===== config.mk =====
export PLATFORM = sky130hd
export DESIGN_NAME = ps2_key_rx
export DESIGN_NICKNAME = d
export VERILOG_FILES = /design/src/rtl/ps2_pkg.sv /design/src/rtl/key_event_fifo.sv /design/src/rtl/ps2_key_rx.sv
export SDC_FILE = /design/constraint.sdc
export NUM_CORES = 1
export LEC_CHECK = 0
export ABC_AREA = 1
export CORE_MARGIN = 2
export CORE_UTILIZATION = 28
export CTS_CLUSTER_SIZE = 8
export DETAILED_ROUTE_END_ITERATION = 10
export PLACE_DENSITY = 0.41
export SETUP_SLACK_MARGIN = 0.2
export SYNTH_ARGS = -nofsm -noshare
export SYNTH_HDL_FRONTEND = slang
export SYNTH_SLANG_ARGS = --single-unit

===== constraint.sdc =====
create_clock -name Clk -period 1.8 [get_ports Clk]
set_input_delay 0.27 -clock Clk [delete_from_list [all_inputs] [get_ports Clk]]
set_output_delay 0.27 -clock Clk [all_outputs]
set_load 0.03 [all_outputs]

===== src/rtl/ps2_pkg.sv =====
// ps2_pkg: shared definitions for the PS/2 keyboard receive path.
//   PS2_EXT / PS2_BRK : prefix bytes folded into key events
//   frame_state_t     : frame receiver state encoding
//   key_event_t       : FIFO entry layout {release, extended, code}
package ps2_pkg;

   localparam logic [7:0] PS2_EXT = 8'hE0;
   localparam logic [7:0] PS2_BRK = 8'hF0;

   localparam int EVENT_WIDTH = 10;

   typedef enum logic [1:0] {
      IDLE,
      DATA,
      PARITY,
      STOP
   } frame_state_t;

   // Bit 9 = release (F0 seen), bit 8 = extended (E0 seen), bits 7:0 = code
   typedef struct packed {
      logic       brk;
      logic       ext;
      logic [7:0] code;
   } key_event_t;

endpackage


===== src/rtl/key_event_fifo.sv =====
// key_event_fifo: small synchronous FIFO holding decoded key events.
//   clk      : system clock (rising edge)
//   rst      : synchronous active-low reset
//   push     : write din this cycle
//   pop      : consume head this cycle (ignored when empty)
//   din      : event to write
//   head     : current head entry, 0 when empty
//   full     : DEPTH entries stored
//   empty    : no entries stored
//   overflow : sticky, a push was dropped because the FIFO was full
module key_event_fifo
   import ps2_pkg::*;
#(
   parameter int DEPTH = 4
) (
   input  logic                   clk,
   input  logic                   rst,
   input  logic                   push,
   input  logic                   pop,
   input  logic [EVENT_WIDTH-1:0] din,
   output logic [EVENT_WIDTH-1:0] head,
   output logic                   full,
   output logic                   empty,
   output logic                   overflow
);

   localparam int PW = $clog2(DEPTH);
   localparam int CW = PW + 1;

   logic [EVENT_WIDTH-1:0] mem [DEPTH];
   logic [PW-1:0]          wr_ptr;
   logic [PW-1:0]          rd_ptr;
   logic [CW-1:0]          count;
   logic                   do_push;
   logic                   do_pop;

   assign full  = (count == CW'(DEPTH));
   assign empty = (count == '0);

   // A pop on a full FIFO frees the slot the same cycle, so a simultaneous push is accepted
   assign do_pop  = pop & ~empty;
   assign do_push = push & (~full | do_pop);

   assign head = empty ? '0 : mem[rd_ptr];

   // Pointer, occupancy and sticky overflow bookkeeping
   always_ff @(posedge clk) begin
      if (!rst) begin
         wr_ptr   <= '0;
         rd_ptr   <= '0;
         count    <= '0;
         overflow <= 1'b0;
      end else begin
         if (do_push) wr_ptr <= wr_ptr + 1'b1;
         if (do_pop)  rd_ptr <= rd_ptr + 1'b1;
         case ({do_push, do_pop})
            2'b10:   count <= count + 1'b1;
            2'b01:   count <= count - 1'b1;
            default: count <= count;
         endcase
         if (push && !do_push) overflow <= 1'b1;
      end
   end

   // Storage needs no reset; head is masked to 0 while empty
   always_ff @(posedge clk) begin
      if (do_push) mem[wr_ptr] <= din;
   end

endmodule


===== src/rtl/ps2_key_rx.sv =====
// ps2_key_rx: PS/2 keyboard receiver with prefix folding and event FIFO.
//   Clk          : system clock (rising edge)
//   Rst          : synchronous active-low reset
//   clk_kb       : raw PS/2 clock, asynchronous
//   data_kb      : raw PS/2 data, asynchronous
//   pop          : one-cycle strobe consuming the head event
//   key_valid    : event FIFO not empty
//   KeyCode      : head scan code (0 when empty)
//   key_release  : head event had an F0 prefix (0 when empty)
//   key_extended : head event had an E0 prefix (0 when empty)
//   overflow     : sticky, an event was dropped on a full FIFO
//   frame_err    : one-cycle pulse on parity, stop or timeout error
module ps2_key_rx
   import ps2_pkg::*;
#(
   parameter int FIFO_DEPTH     = 4,
   parameter int TIMEOUT_CYCLES = 50000
) (
   input  logic       Clk,
   input  logic       Rst,
   input  logic       clk_kb,
   input  logic       data_kb,
   input  logic       pop,
   output logic       key_valid,
   output logic [7:0] KeyCode,
   output logic       key_release,
   output logic       key_extended,
   output logic       overflow,
   output logic       frame_err
);

   localparam int WD_W = $clog2(TIMEOUT_CYCLES + 1);

   logic             clk_s1, clk_s2, clk_prev;
   logic             data_s1, data_s2;
   logic             fall;
   frame_state_t     state, next_state;
   logic [2:0]       bit_cnt;
   logic [7:0]       shift;
   logic             parity_bit;
   logic [WD_W-1:0]  wd_cnt;
   logic             timeout;
   logic             stop_ok;
   logic             err_now;
   logic             valid_q;
   logic [7:0]       byte_q;
   logic             ext_flag, brk_flag;
   logic             push_evt;
   key_event_t       new_evt;
   logic [EVENT_WIDTH-1:0] head;
   logic             fifo_empty;

   // Two-flop synchronizers plus a history flop for edge detection; idle line level is 1
   always_ff @(posedge Clk) begin
      if (!Rst) begin
         clk_s1   <= 1'b1;
         clk_s2   <= 1'b1;
         clk_prev <= 1'b1;
         data_s1  <= 1'b1;
         data_s2  <= 1'b1;
      end else begin
         clk_s1   <= clk_kb;
         clk_s2   <= clk_s1;
         clk_prev <= clk_s2;
         data_s1  <= data_kb;
         data_s2  <= data_s1;
      end
   end

   assign fall = clk_prev & ~clk_s2;

   // Watchdog only runs mid-frame; any falling edge restarts it
   assign timeout = (state != IDLE) && !fall && (wd_cnt == WD_W'(TIMEOUT_CYCLES - 1));

   always_ff @(posedge Clk) begin
      if (!Rst) begin
         wd_cnt <= '0;
      end else if (state == IDLE || fall || timeout) begin
         wd_cnt <= '0;
      end else begin
         wd_cnt <= wd_cnt + 1'b1;
      end
   end

   // Frame FSM state register
   always_ff @(posedge Clk) begin
      if (!Rst) state <= IDLE;
      else      state <= next_state;
   end

   // Frame FSM next-state logic; a start bit of 1 is a spurious edge and is ignored
   always_comb begin
      next_state = state;
      if (timeout) begin
         next_state = IDLE;
      end else if (fall) begin
         unique case (state)
            IDLE:    if (!data_s2) next_state = DATA;
            DATA:    if (bit_cnt == 3'd7) next_state = PARITY;
            PARITY:  next_state = STOP;
            STOP:    next_state = IDLE;
            default: next_state = IDLE;
         endcase
      end
   end

   // Frame FSM outputs: stop-bit verdict and error strobe
   always_comb begin
      stop_ok = 1'b0;
      err_now = timeout;
      if (fall && state == STOP) begin
         if (data_s2 && (^{shift, parity_bit})) stop_ok = 1'b1;
         else                                   err_now = 1'b1;
      end
   end

   // Frame datapath: data bits arrive LSB first, so shift in from the top
   always_ff @(posedge Clk) begin
      if (!Rst) begin
         bit_cnt    <= '0;
         shift      <= '0;
         parity_bit <= 1'b0;
      end else if (fall) begin
         case (state)
            IDLE:    bit_cnt <= '0;
            DATA: begin
               shift   <= {data_s2, shift[7:1]};
               bit_cnt <= bit_cnt + 3'd1;
            end
            PARITY:  parity_bit <= data_s2;
            default: ;
         endcase
      end
   end

   // Validated byte is registered, then decoded one cycle later
   assign push_evt = valid_q && (byte_q != PS2_EXT) && (byte_q != PS2_BRK);
   assign new_evt  = '{brk: brk_flag, ext: ext_flag, code: byte_q};

   always_ff @(posedge Clk) begin
      if (!Rst) begin
         valid_q   <= 1'b0;
         byte_q    <= '0;
         ext_flag  <= 1'b0;
         brk_flag  <= 1'b0;
         frame_err <= 1'b0;
      end else begin
         valid_q   <= stop_ok;
         if (stop_ok) byte_q <= shift;
         frame_err <= err_now;
         if (err_now) begin
            ext_flag <= 1'b0;
            brk_flag <= 1'b0;
         end else if (valid_q) begin
            if (byte_q == PS2_EXT) begin
               ext_flag <= 1'b1;
            end else if (byte_q == PS2_BRK) begin
               brk_flag <= 1'b1;
            end else begin
               ext_flag <= 1'b0;
               brk_flag <= 1'b0;
            end
         end
      end
   end

   key_event_fifo #(
      .DEPTH (FIFO_DEPTH)
   ) u_fifo (
      .clk      (Clk),
      .rst      (Rst),
      .push     (push_evt),
      .pop      (pop),
      .din      (new_evt),
      .head     (head),
      .full     (),
      .empty    (fifo_empty),
      .overflow (overflow)
   );

   assign key_valid    = ~fifo_empty;
   assign key_release  = head[9];
   assign key_extended = head[8];
   assign KeyCode      = head[7:0];

endmodule


==> results.toml <==
[finish]
num_antenna_cells = 0
fillers = 1551
multi_input_area_mm2 = 0.00190
seq_area_mm2 = 0.00237
syn_to_final_growth_pct = 29.9
stdcell_count = 752
nNetsFinal = 577
drive_above_1_share_pct = 27.1

[synth]
ys_types = 30
synthTopCellsByCount = "80 x nand2_1, 78 x nor2_1, 66 x inv_1"
synth_seq_area_share_pct = 54.4
avgSynthCellArea_um2 = 8.61
syn-num-nets = 518
ys_seq_elements = 97
synth_top_area_share_pct = 27.9
synthDominantAreaCellType = "edfxtp_1"
synth_edf_count = 40
syn-cell-area_mm2 = 0.00430
netlist_top_cells_area = "edfxtp_1 28%, dfxtp_1 27%, nand2_1 7.0%"
synth_ff_type = "dfxtp_1"
synth.most_common_cell = "nand2_1"
synthCells = 500
yosysWarnings = 0
synthArstFlopShare_pct = 0

[floorplanning]
ioPinCount = 18
core-area_mm2 = 0.0151
initial_core_util_pct = 28.5
dieArea_mm2 = 0.0164
fp.dieW_um = 128
rows = 45
dieHeight_um = 128

[pwr]
vdd_drop_max_mv = 0.418
powerDensity_mw_per_mm2 = 747
p_leak_uw = 0.00214

[grt]
grt_max_degree = 20
overflow = 0
grt.total_usage_pct = 12.1
grt_pass1_vias = 3106
grt_pass1_wl_um = 15300
antenna_found_initial = 0

[detailed_routing]
drc_errors = 0
routedWlPerCell_um = 12.9
drt_iter0_markers = 126
drt-total-wl_um = 9710
drtPass1Iterations = 4
via_per_inst = 4.42
final_antenna_net_count = 0
num_vias = 3326

[timing]
holdWs_ns = 0.359
grt_setup_unrepaired = "true"
fin_skew_ns = 0.00696
fin_setup_tns_ns = 0
max_slew_margin_pct = 64.3
maxSlewViolCount = 0
setup_violations = 0
min_period_ns = 1.74
worst_slack_ns = 0.0597
hold_viol = 0
fin_crit_sh_pct = 96.7
worst_pin_slew_ns = 0.534
fmax_mhz = 575

[critical_path]
cp.required_ns = 1.53
crit_fanout = 10
startpoint_type = "flop"
worstPathArrival_ns = 1.47
crit_path_end_kind = "output pin"
critPathKind = "reg2out"

[min_path]
hp-class = "in2reg"

[clocking]
cts_hold_buf = 0
cts_buffer_depth = 2
cts_buffers = 9
tritoncts = "yes"
insertion_delay_ns = 0.35
h-tree-depth = 3
clk_pin_slew_ns = 0.07
clk_root_buffer_cell = "clkbuf_16"
cts.sinks = 97

[placed_design]
placed_cells = 719
port_buffers = 17
place_congestion = 0.764
place_ws_ns = -0.236
dpl.hpwl_um = 6350

[run_status]
status = "finished, final reports clean"

[job]
cap_violations = 0
worst max-delay path, stage by stage, from the launching register on:
cell	delay (ns)
dfxtp_4	0.39
buf_8	0.14
nor2_1	0.05
nor2_1	0.07
o21ai_0	0.09
a21oi_1	0.18
buf_4	0.19
cell usage in the layout, fill, tap and decap left out, drive strengths merged:
| cell | count |
|---|---|
| ha | 12 |
| dlymetal6s2s | 1 |
| nand3b | 2 |
| dlygate4sd2 | 2 |
| a31oi | 1 |
| clkdlybuf4s15 | 1 |
| nor2 | 80 |
| nand3 | 11 |
| inv | 68 |
| o211ai | 1 |
| buf | 54 |
| o21ai | 38 |
| nand2 | 83 |
| dfxtp | 57 |
| or2 | 6 |
| clkinv | 3 |
| clkbuf | 9 |
| nand4 | 15 |
| clkdlybuf4s50 | 3 |
| nor3 | 12 |
| fa | 1 |
| o21a | 2 |
| edfxtp | 40 |
| a21oi | 43 |
| clkinvlp | 3 |
| xnor2 | 5 |
| xor2 | 7 |
| nor3b | 4 |
registers in the layout, indices dropped and copies added (netlist names), named ones only:
| signal | cells |
|---|---|
| clk_s2 | 1 |
| clk_s1 | 1 |
| byte_q | 8 |
| bit_cnt | 3 |
| wd_cnt | 16 |
| clk_prev | 1 |
| u_fifo.mem | 40 |
| data_s1 | 1 |
| valid_q | 1 |
| u_fifo.wr_ptr | 2 |
| brk_flag | 1 |
| u_fifo.overflow | 1 |
| state | 2 |
| u_fifo.count | 3 |
| ext_flag | 1 |
| shift | 8 |
| u_fifo.rd_ptr | 2 |
| parity_bit | 1 |
| data_s2 | 1 |
| frame_err | 1 |
path summary, 6_finish.rpt:
| path | startpoint | to | slack [ns] | cells after the start |
|---|---|---|---|---|
| worst min-delay path | Rst | clk_prev | 0.36 | 2 |
| worst max-delay path | flop | KeyCode[4] | 0.06 | 6 |
| worst min register to register | data_s1 | data_s2 | 0.41 | 1 |
| worst max register to register | byte_q[3] | u_fifo.count[1] | 0.07 | 10 |
metrics by stage:
stage          power, uW  area (um2)  utilization, %
3_5_place_dp        2390        4850            32.2
6_report            4180        5590            37.0
3_3_place_gp        2390        4850            32.2
2_1_floorplan       2370        4330               -
4_1_cts             4230        5220            34.6
5_1_grt             4340        5590            37.0
repair_timing:
action / 4_1_cts / 5_1_grt
setup endpoints to repair: 33 / 85
pin swaps: 9 / 14
cloned: 0 / 6
resized for setup: 21 / 101
setup buffers: 4 / 7
cells by family (layout without fill, tap and decap cells):
family,count (synthesis),in the layout,share of synthesized area (%)
adders and majority gates,13,13,3.95
DFF,97,97,54.4
xor gates and xnor gates,12,12,2.44
buffers and inverters,82,144,7.47
and+or+nand+nor,211,213,21.6
AOI/OAI and AO/OA,85,85,10.1
power breakdown:
| part | total, uW | switching [uW] | leakage (uW) | internal (uW) |
|---|---|---|---|---|
| Sequential | 2280 | 5.95 | 0.000778 | 2270 |
| Combinational | 63.8 | 39.8 | 0.00124 | 24.0 |
| Clock | 1840 | 890 | 0.000128 | 947 |
| Total | 4180 | 936 | 0.00214 | 3240 |
routing by layer:
metal	routed length, um	up-vias	track usage (%)	share of wire, %
met5	0	-	0	0
met4	214	0	5.75	2.2
met3	188	15	2.30	1.9
met2	4510	27	19.2	46
met1	4800	1533	15.9	49
li1	-	1751	-	-
final cells by class:
cell class / instances / share of cell area, %
Sequential cell: 97 / 42.3
Clock inverter: 7 / 0.962
Inverter: 67 / 4.59
Timing Repair Buffer: 61 / 9.85
Clock buffer: 9 / 4.03
Multi-Input combinational cell: 323 / 34.0
Tap cell: 188 / 4.21
Note: power is estimated with default switching activity, not from simulation.
